$ cat config.mk
export PLATFORM = sky130hd
export DESIGN_NAME = branch_resolve_queue_flat
export DESIGN_NICKNAME = d
export VERILOG_FILES = /design/src/rtl/branch_resolve_queue_pkg.sv /design/src/rtl/branch_resolve_queue_if.sv /design/src/rtl/branch_resolve_queue_storage.sv /design/src/rtl/branch_resolve_queue.sv /design/src/flat_wrapper.sv
export SDC_FILE = /design/constraint.sdc
export NUM_CORES = 1
export LEC_CHECK = 0
export CAP_MARGIN = 20
export CORE_MARGIN = 5
export CORE_UTILIZATION = 55
export DETAILED_ROUTE_END_ITERATION = 8
export PLACE_DENSITY_LB_ADDON = 0.2
export SLEW_MARGIN = 10
export SYNTH_ARGS = -nofsm -noshare
export SYNTH_HDL_FRONTEND = slang
export SYNTH_SLANG_ARGS = --single-unit
$ cat constraint.sdc
create_clock -name clk -period 4.1 [get_ports clk]
set_input_delay 0.41 -clock clk [delete_from_list [all_inputs] [get_ports clk]]
set_output_delay 0.41 -clock clk [all_outputs]
set_load 0.02 [all_outputs]
$ cat src/rtl/branch_resolve_queue_pkg.sv
// Shared types and defaults for the branch resolve queue that sits
// downstream of the saturating-counter predictor.
package bpu_pkg;

    localparam int unsigned DEPTH_DEF = 8;
    localparam int unsigned IDX_W_DEF = 6;

    typedef struct packed {
        logic [IDX_W_DEF-1:0] idx;
        logic                 pred_taken;
    } brq_entry_t;

    typedef struct packed {
        logic                 valid;
        logic [IDX_W_DEF-1:0] idx;
        logic                 taken;
        logic                 mispredict;
    } brq_upd_t;

endpackage

$ cat src/rtl/branch_resolve_queue_if.sv
// Fetch/execute/training handshake bundle of the branch resolve queue.
// The slave side is the queue; the master side is the surrounding pipeline.
interface branch_resolve_queue_if
    import bpu_pkg::*;
#(
    parameter int unsigned IDX_W = IDX_W_DEF
);

    logic             pred_valid;
    logic             pred_ready;
    logic [IDX_W-1:0] pred_idx;
    logic             pred_taken;

    logic             res_valid;
    logic             res_taken;

    logic             upd_valid;
    logic [IDX_W-1:0] upd_idx;
    logic             upd_taken;
    logic             upd_mispredict;
    logic             flush;

    modport slave (
        input  pred_valid, pred_idx, pred_taken, res_valid, res_taken,
        output pred_ready, upd_valid, upd_idx, upd_taken, upd_mispredict, flush
    );

    modport master (
        output pred_valid, pred_idx, pred_taken, res_valid, res_taken,
        input  pred_ready, upd_valid, upd_idx, upd_taken, upd_mispredict, flush
    );

endinterface

$ cat src/rtl/branch_resolve_queue_storage.sv
// Entry array for the branch resolve queue: one synchronous write port,
// asynchronous read at the head pointer. Contents are not reset.
module brq_storage
    import bpu_pkg::*;
#(
    parameter int unsigned DEPTH = DEPTH_DEF,
    parameter int unsigned WIDTH = IDX_W_DEF + 1
) (
    input  logic                     clk,
    input  logic                     we,
    input  logic [$clog2(DEPTH)-1:0] waddr,
    input  logic [WIDTH-1:0]         wdata,
    input  logic [$clog2(DEPTH)-1:0] raddr,
    output logic [WIDTH-1:0]         rdata
);

    logic [WIDTH-1:0] mem_q [DEPTH];
    logic [WIDTH-1:0] mem_d [DEPTH];

    always_comb begin
        mem_d = mem_q;
        if (we) begin
            mem_d[waddr] = wdata;
        end
    end

    always_ff @(posedge clk) begin
        mem_q <= mem_d;
    end

    assign rdata = mem_q[raddr];

endmodule

$ cat src/rtl/branch_resolve_queue.sv
// In-order queue of in-flight branch predictions; emits a registered
// training update per resolved branch and a flush pulse on mispredict.
module branch_resolve_queue
    import bpu_pkg::*;
#(
    parameter int unsigned DEPTH = DEPTH_DEF,
    parameter int unsigned IDX_W = IDX_W_DEF,
    parameter int unsigned CNT_W = 16
) (
    input  logic                         clk,
    input  logic                         rst_n,
    branch_resolve_queue_if.slave        bus,
    output logic [$clog2(DEPTH+1)-1:0]   count,
    output logic                         empty,
    output logic                         full,
    output logic                         underflow,
    output logic [CNT_W-1:0]             mispredict_cnt
);

    localparam int unsigned PTR_W = $clog2(DEPTH);
    localparam int unsigned OCC_W = $clog2(DEPTH+1);

    // Same shape as the package types, but tracking this instance's IDX_W.
    typedef struct packed {
        logic [IDX_W-1:0] idx;
        logic             pred_taken;
    } entry_t;

    typedef struct packed {
        logic             valid;
        logic [IDX_W-1:0] idx;
        logic             taken;
        logic             mispredict;
    } upd_t;

    logic [PTR_W-1:0] head_q, head_d;
    logic [PTR_W-1:0] tail_q, tail_d;
    logic [OCC_W-1:0] count_q, count_d;
    upd_t             upd_q, upd_d;
    logic             flush_q, flush_d;
    logic             underflow_q, underflow_d;
    logic [CNT_W-1:0] mcnt_q, mcnt_d;

    logic   push;
    logic   pop;
    logic   mispredict;
    entry_t wr_entry;
    entry_t rd_entry;

    brq_storage #(
        .DEPTH (DEPTH),
        .WIDTH (IDX_W + 1)
    ) u_storage (
        .clk   (clk),
        .we    (push),
        .waddr (tail_q),
        .wdata (wr_entry),
        .raddr (head_q),
        .rdata (rd_entry)
    );

    // Status comes only from registered occupancy, so pred_ready never
    // depends on the resolve inputs.
    always_comb begin
        empty      = (count_q == '0);
        full       = (count_q == OCC_W'(DEPTH));
        push       = bus.pred_valid && !full;
        pop        = bus.res_valid && !empty;
        mispredict = pop && (rd_entry.pred_taken != bus.res_taken);
        wr_entry.idx        = bus.pred_idx;
        wr_entry.pred_taken = bus.pred_taken;
    end

    always_comb begin
        head_d      = head_q;
        tail_d      = tail_q;
        count_d     = count_q;
        upd_d       = upd_q;
        upd_d.valid = 1'b0;
        flush_d     = 1'b0;
        underflow_d = underflow_q;
        mcnt_d      = mcnt_q;

        if (pop) begin
            upd_d.valid      = 1'b1;
            upd_d.idx        = rd_entry.idx;
            upd_d.taken      = bus.res_taken;
            upd_d.mispredict = mispredict;
            flush_d          = mispredict;
        end

        if (bus.res_valid && empty) begin
            underflow_d = 1'b1;
        end

        // A mispredict discards every younger entry, including one being
        // pushed this very cycle, so the tail is deliberately not advanced.
        if (mispredict) begin
            head_d  = tail_q;
            tail_d  = tail_q;
            count_d = '0;
            if (mcnt_q != '1) begin
                mcnt_d = mcnt_q + 1'b1;
            end
        end else begin
            if (push) begin
                tail_d = tail_q + 1'b1;
            end
            if (pop) begin
                head_d = head_q + 1'b1;
            end
            count_d = count_q + OCC_W'(push) - OCC_W'(pop);
        end
    end

    always_ff @(posedge clk or negedge rst_n) begin
        if (!rst_n) begin
            head_q      <= '0;
            tail_q      <= '0;
            count_q     <= '0;
            upd_q       <= '0;
            flush_q     <= 1'b0;
            underflow_q <= 1'b0;
            mcnt_q      <= '0;
        end else begin
            head_q      <= head_d;
            tail_q      <= tail_d;
            count_q     <= count_d;
            upd_q       <= upd_d;
            flush_q     <= flush_d;
            underflow_q <= underflow_d;
            mcnt_q      <= mcnt_d;
        end
    end

    assign bus.pred_ready     = !full;
    assign bus.upd_valid      = upd_q.valid;
    assign bus.upd_idx        = upd_q.idx;
    assign bus.upd_taken      = upd_q.taken;
    assign bus.upd_mispredict = upd_q.mispredict;
    assign bus.flush          = flush_q;
    assign count              = count_q;
    assign underflow          = underflow_q;
    assign mispredict_cnt     = mcnt_q;

endmodule

$ cat src/flat_wrapper.sv
// flat-port wrapper written by rule: the top's interface ports become plain ports
module branch_resolve_queue_flat import bpu_pkg::*;
#(
    parameter int unsigned DEPTH = DEPTH_DEF,
    parameter int unsigned IDX_W = IDX_W_DEF,
    parameter int unsigned CNT_W = 16
)
  (clk, rst_n, count, empty, full, underflow, mispredict_cnt, bus_pred_valid, bus_pred_idx, bus_pred_taken, bus_res_valid, bus_res_taken, bus_pred_ready, bus_upd_valid, bus_upd_idx, bus_upd_taken, bus_upd_mispredict, bus_flush);
  branch_resolve_queue_if #(.IDX_W(IDX_W)) bus_i ();
  input  logic clk;
  input  logic rst_n;
  output logic [$clog2(DEPTH+1)-1:0] count;
  output logic empty;
  output logic full;
  output logic underflow;
  output logic [CNT_W-1:0] mispredict_cnt;
  input wire logic [$bits(bus_i.pred_valid)-1:0] bus_pred_valid;
  input wire logic [$bits(bus_i.pred_idx)-1:0] bus_pred_idx;
  input wire logic [$bits(bus_i.pred_taken)-1:0] bus_pred_taken;
  input wire logic [$bits(bus_i.res_valid)-1:0] bus_res_valid;
  input wire logic [$bits(bus_i.res_taken)-1:0] bus_res_taken;
  output wire logic [$bits(bus_i.pred_ready)-1:0] bus_pred_ready;
  output wire logic [$bits(bus_i.upd_valid)-1:0] bus_upd_valid;
  output wire logic [$bits(bus_i.upd_idx)-1:0] bus_upd_idx;
  output wire logic [$bits(bus_i.upd_taken)-1:0] bus_upd_taken;
  output wire logic [$bits(bus_i.upd_mispredict)-1:0] bus_upd_mispredict;
  output wire logic [$bits(bus_i.flush)-1:0] bus_flush;
  assign bus_i.pred_valid = bus_pred_valid;
  assign bus_i.pred_idx = bus_pred_idx;
  assign bus_i.pred_taken = bus_pred_taken;
  assign bus_i.res_valid = bus_res_valid;
  assign bus_i.res_taken = bus_res_taken;
  assign bus_pred_ready = bus_i.pred_ready;
  assign bus_upd_valid = bus_i.upd_valid;
  assign bus_upd_idx = bus_i.upd_idx;
  assign bus_upd_taken = bus_i.upd_taken;
  assign bus_upd_mispredict = bus_i.upd_mispredict;
  assign bus_flush = bus_i.flush;
  branch_resolve_queue #(.DEPTH(DEPTH), .IDX_W(IDX_W), .CNT_W(CNT_W)) u_core (.clk(clk), .rst_n(rst_n), .bus(bus_i), .count(count), .empty(empty), .full(full), .underflow(underflow), .mispredict_cnt(mispredict_cnt));
endmodule
# Word level (Yosys, flattened, before mapping)
# Index checks and enable logic that the tools add are counted.
# Widths: inputs -> output; s select.
[word_totals]
register_bits = 93
latch_bits = 0
mem_bits_rw = 0
rom_bits = 0
input_bits = 12
out_inout_bits = 34
wordCells = 54
memories = 0
[op_classes]
addsub = 5
n_mul = 0
div = 0
magnitude_cmp = 3
eq_ne = 3
n_shift = 0
n_mux = 11
bitwise = 3
reduce_logical = 11
[op_table]
columns = ["op", "count"]
rows = [
  ["$bwmux 56", 1],
  ["$bmux 7 s3", 1],
  ["$demux 7 s3", 1],
  ["$mux 7", 3],
  ["$add 16x1->16 const B", 1],
  ["$ne 16x16->1 const B", 1],
  ["$mux 9", 1],
  ["$ge 4x4->1 const B", 2],
  ["$not 3->4", 2],
  ["$add 3x1->3 const B", 2],
  ["$mux 3", 2],
  ["$logic_and 1x1->1", 5],
  ["$add 4x1->4", 1],
  ["$eq 4x4->1 const B", 1],
  ["$logic_not 4->1", 1],
  ["$lt 4x1->1 const B", 1],
  ["$mux 4", 1],
  ["$reduce_and 2->1", 2],
  ["$sub 4x1->4", 1],
  ["$logic_not 1->1", 2],
  ["$reduce_bool 2->1", 1],
  ["$mux 1", 1],
  ["$ne 1x1->1", 1],
  ["$not 1->1", 1],
]

# Logic depth before layout (Yosys ltp)
[depth]
ltp_word = 8
mapped_depth = 13
depth_no_buf = 12

# Modules after synthesis
# A second synthesis with hierarchy kept.
[unflattened]
cells_unflattened = 251
hier_area_um2 = 4065.1
[modules_own_cells]
columns = ["module", "n_inst", "cells_per_inst", "area_each_um2", "seq_area_each_um2"]
rows = [
  ["brq_storage", 1, 94, 2225.9, 1681.6],
  ["branch_resolve_queue", 1, 157, 1839.3, 925.9],
]

# Worst setup path before layout
# Ideal clock, no wire load.
[synth_timing]
path_type = "register to register"
start = "reg u_core.count_q[2], in the netlist u_core.count[2]"
end = "reg u_core.count_q[2], in the netlist u_core.count[2]"
setup_time_ps = 119
arrival_ps = 2700
required_time_ps = 3981
path_slack_ps = 1281
path_stages_with_launch = 13
n_path_buf = 1
synth_period_minus_slack_ps = 2819
cell_sequence = "dfrtp_1 -> inv_1 -> ha_1 -> nor3b_2 -> nand2b_1 -> buf_2 -> clkinv_1 -> ha_1 -> inv_1 -> ha_1 -> fa_1 -> xnor2_1 -> nor2_1"
[synth_via]
word_cells_on_any_way = 10
cone_classes = "add/sub: 2; eq/ne: 1; mux: 1; reduce/logical: 6"
[synth_lines]
columns = ["item", "line_no", "text"]
rows = [
  ["start: declaration", "branch_resolve_queue.sv:38", "logic [OCC_W-1:0] count_q, count_d;"],
  ["start signal: assignment", "branch_resolve_queue.sv:128", "count_q <= count_d;"],
  ["$logic_not 4->1 *", "branch_resolve_queue.sv:65", "empty = (count_q == '0);"],
  ["named net empty", "flat_wrapper.sv:13", "output logic empty;"],
  ["$logic_not 1->1 *", "branch_resolve_queue.sv:68", "pop = bus.res_valid && !empty;"],
  ["$logic_and 1x1->1 *", "branch_resolve_queue.sv:68", ""],
  ["named net u_core.pop", "branch_resolve_queue.sv:45", "logic pop;"],
  ["$sub 4x1->4 / $logic_and 1x1->1 (equally long branches)", "branch_resolve_queue.sv:112, branch_resolve_queue.sv:69", ""],
  ["$mux 4 *", "branch_resolve_queue.sv:98", "if (mispredict) begin"],
  ["named net u_core.count_d[2]", "branch_resolve_queue.sv:38", ""],
]
# The timed path passes the listed nets; every way through them passes the cells marked *.
# A chain may end at the register's enable or synchronous reset.

# Worst setup path after layout
[layout_timing]
start = "reg u_core.count_q[2], in the netlist u_core.count[2]"
end = "reg u_core.count_q[2], in the netlist u_core.count[2]"
[layout_via]
word_cells_on_any_way = 10
cone_classes = "add/sub: 2; eq/ne: 1; mux: 1; reduce/logical: 6"
[layout_lines]
columns = ["item", "line_no"]
rows = [
  ["$logic_not 4->1 *", "branch_resolve_queue.sv:65"],
  ["$logic_not 1->1 *", "branch_resolve_queue.sv:68"],
  ["$logic_and 1x1->1 *", "branch_resolve_queue.sv:68"],
  ["named net u_core.pop", "branch_resolve_queue.sv:45"],
  ["$sub 4x1->4 / $logic_and 1x1->1 (equally long branches)", "branch_resolve_queue.sv:112, branch_resolve_queue.sv:69"],
  ["$mux 4 *", "branch_resolve_queue.sv:98"],
  ["named net u_core.count_d[2]", "branch_resolve_queue.sv:38"],
]
# Marks and branches as above.

==> run summary <==
Measured slew at the worst slew-check pin: 0.885 ns
Fraction of registers with async set/reset: 39.8%
CP startpoint kind: flip-flop
CTS tree: yes
Hold buffer count at CTS: 0
Drt pass-1 iters: 6
CTS H-Tree Depth: 3
Pwr/cell area: 678 mW/mm2
Iteration-0 DRC Markers: 115
Synth area leader: edfxtp_1
Critical path fanouts, max: 19
Syn_nets: 286
Slew Viols, Final: 0
Fin area: 0.00473 mm2
Most used DFF post-synth: edfxtp_1
Ys Warns: 0
HPWL after detailed placement: 4780 um
Number of synthesized flops with an enable pin: 56
# rows: 31
Synth-to-layout area growth: 19.1%
Yosys reg bits: 93
Global-route wire length before repair: 11,600 um
CTS max path bufs: 2
Share of cells above drive strength 1: 14.3%
Maximum vdd ir drop: 408 uV
Die Span Y: 94.9 um
Number of gates resized after cts: 0
Library cells used by synthesis: 43
Worst-Skew Late Latency: 0.34 ns
Syn_area_per_cell: 15.0 um2
Area of the multi-input gates: 0.00126 mm2
Fin Clk Skew: 0.00881 ns
Synthesized cell area: 0.00397 mm2
Antenna violations before repair: 0
Via count: 2,303
Drt total wl: 7210 um
Crit path DAT: 3.41 ns
Total of max-cap violations: 0
DIE WIDTH: 94.9 um
LEAKAGE: 1.85 nW
Post-synth top area share: 42.4%
Final Power: 3.20 mW
Vias in the first global route: 2,251
Ports: 46
Antenna diodes: 0
Finished Layout Cells: 420
Slew HR: 40.6%
Die area: 0.00901 mm2
CTS Buf Count: 9
Total negative slack: 0 ns
Largest net degree at the start of global routing: 38
Status: finished, final reports clean
Post-route ant nets: 0
Final Hold Viols: 0
Fin crit period: 3.17 ns
Layout Nets: 338
CP Capture Type: flip-flop
Cells after Synth: 264
DR vias/cell: 5.48
Placed inst area: 0.00452 mm2
# clock sinks: 93
Grt ovf: 0
Placed Cells: 403
Synth top area cells: edfxtp_1, dfrtp_1, mux4_2
Final Wtd Congestion: 0.765
Total track usage: 17.2%
Master cell of the clock root buffer: clkbuf_8
Worst hold path type: in2async
WL/cell: 17.2 um
Detailed-route DRC error count: 0
Seq/Total Area, Yosys: 65.7%
Final Cycle Share: 77.2%
CP required: 4.34 ns
Register area: 0.00261 mm2
CP Class: reg2reg
Fill count: 558
Final setup fails: 0
I/O Buffers: 45
Fmax: 316 MHz
Initial core utilization: 55.6%
CTS clk-pin slew, worst paths: 0.09 ns
Post-CTS Repair Setup Buffers: 0
RSZ-0062 raised after global routing: false
Core Area: 0.00714 mm2
[cell type report]
class	count	share of cell area (%)
Clock buffer	10	2.70
Tap cell	99	2.62
Clock inverter	6	1.48
Multi-Input combinational cell	149	26.7
Timing Repair Buffer	51	10.4
Sequential cell	93	55.2
Inverter	12	0.953
[through the flow]
stage                     hold slack [ns]  setup WS (ns)  utilization (%)
after global routing                0.214          0.670             66.2
after floorplan                     0.114           1.28                -
after global placement              0.444           1.04             63.3
after CTS                           0.176          0.911             66.1
final                               0.146          0.934             66.2
after detailed placement            0.453          0.942             63.3
[layer usage]
metal / routed length [um] / track usage [%] / part of all wire, %
met1: 3210 / 23.1 / 45
met2: 3600 / 27.8 / 50
met3: 293 / 4.94 / 4.1
met4: 105 / 4.45 / 1.5
met5: 0 / 0 / 0
[synthesized netlist by cell type (2+ instances only)]
| library cell | count |
|---|---|
| mux2_4 | 2 |
| nor2_1 | 11 |
| xnor2_1 | 7 |
| nor4_1 | 3 |
| ha_1 | 9 |
| a21o_1 | 2 |
| o21ai_0 | 7 |
| xor2_1 | 10 |
| buf_2 | 5 |
| and3_1 | 4 |
| nand3_1 | 9 |
| edfxtp_1 | 56 |
| nor2b_1 | 3 |
| mux4_2 | 12 |
| nand4_1 | 3 |
| and2_1 | 2 |
| dfrtp_1 | 37 |
| nand2b_1 | 4 |
| inv_1 | 11 |
| mux2i_1 | 11 |
| clkbuf_1 | 3 |
| a21oi_1 | 2 |
| nor3_1 | 9 |
| nand2_1 | 21 |
| buf_6 | 2 |
| mux2_2 | 2 |
[sequential cells by signal (all words and copies together), names as in the netlist]
name / count
u_core.bus.upd_taken: 1
u_core.u_storage.mem_q: 56
u_core.underflow: 1
u_core.bus.flush: 1
u_core.count: 4
u_core.mispredict_cnt: 16
u_core.bus.upd_idx: 6
u_core.bus.upd_mispredict: 1
u_core.head_q: 3
u_core.bus.upd_valid: 1
u_core.tail_q: 3
[cells by family after synthesis]
family	after synthesis	share of synthesized area [%]
flops	93	65.7
simple gates	74	9.46
mux	28	11.2
buf+inv	22	2.62
compound gates	20	3.88
xor+xnor	17	3.75
fa+ha+maj	10	3.34
[where the power goes]
group / leakage, nW / internal [mW] / total, mW / switching [mW]
Combinational: 0.795 / 0.590 / 1.18 / 0.592
Sequential: 0.965 / 1.21 / 1.41 / 0.205
Clock: 0.0895 / 0.287 / 0.607 / 0.321
Total: 1.85 / 2.09 / 3.20 / 1.12
[cell usage in the layout, fill, tap and decap left out, types with 4 or more instances in the layout]
| cell | netlist | layout |
|---|---|---|
| clkdlybuf4s50_1 | 0 | 44 |
| nand3_1 | 9 | 9 |
| dfrtp_1 | 37 | 37 |
| nor3_1 | 9 | 9 |
| o21ai_0 | 7 | 7 |
| edfxtp_1 | 56 | 56 |
| mux2i_1 | 11 | 11 |
| ha_1 | 9 | 9 |
| xor2_1 | 10 | 10 |
| clkbuf_8 | 0 | 9 |
| xnor2_1 | 7 | 7 |
| and3_1 | 4 | 4 |
| mux4_2 | 12 | 12 |
| buf_4 | 0 | 6 |
| nor2_1 | 11 | 11 |
| nand2_1 | 21 | 21 |
| nand2b_1 | 4 | 4 |
| inv_1 | 11 | 11 |
[critical path: stages, from the launching register on]
cell      delay [ns]
dfrtp_1         0.39
inv_1           0.11
ha_1            0.15
nor3b_2         0.20
nand2b_1        0.54
clkinv_1        0.46
ha_1            0.40
inv_1           0.03
ha_1            0.20
fa_1            0.38
xnor2_1         0.16
nor2_1          0.05
[final timing paths]
path / from / endpoint / slack, ns / cells after the start
worst max-delay path: u_core.count[2] / u_core.count[2] / 0.93 / 11
worst min-delay path: rst_n / u_core.bus.flush / 0.15 / 1
worst max register to register: u_core.count[2] / u_core.count[2] / 0.93 / 11
worst min register to register: u_core.underflow / u_core.underflow / 0.47 / 1
max in group asynchronous: rst_n / u_core.bus.upd_idx[0] / 3.44 / 1
min in group clk: u_core.underflow / u_core.underflow / 0.47 / 1
Note: power is estimated with default switching activity, not from simulation.
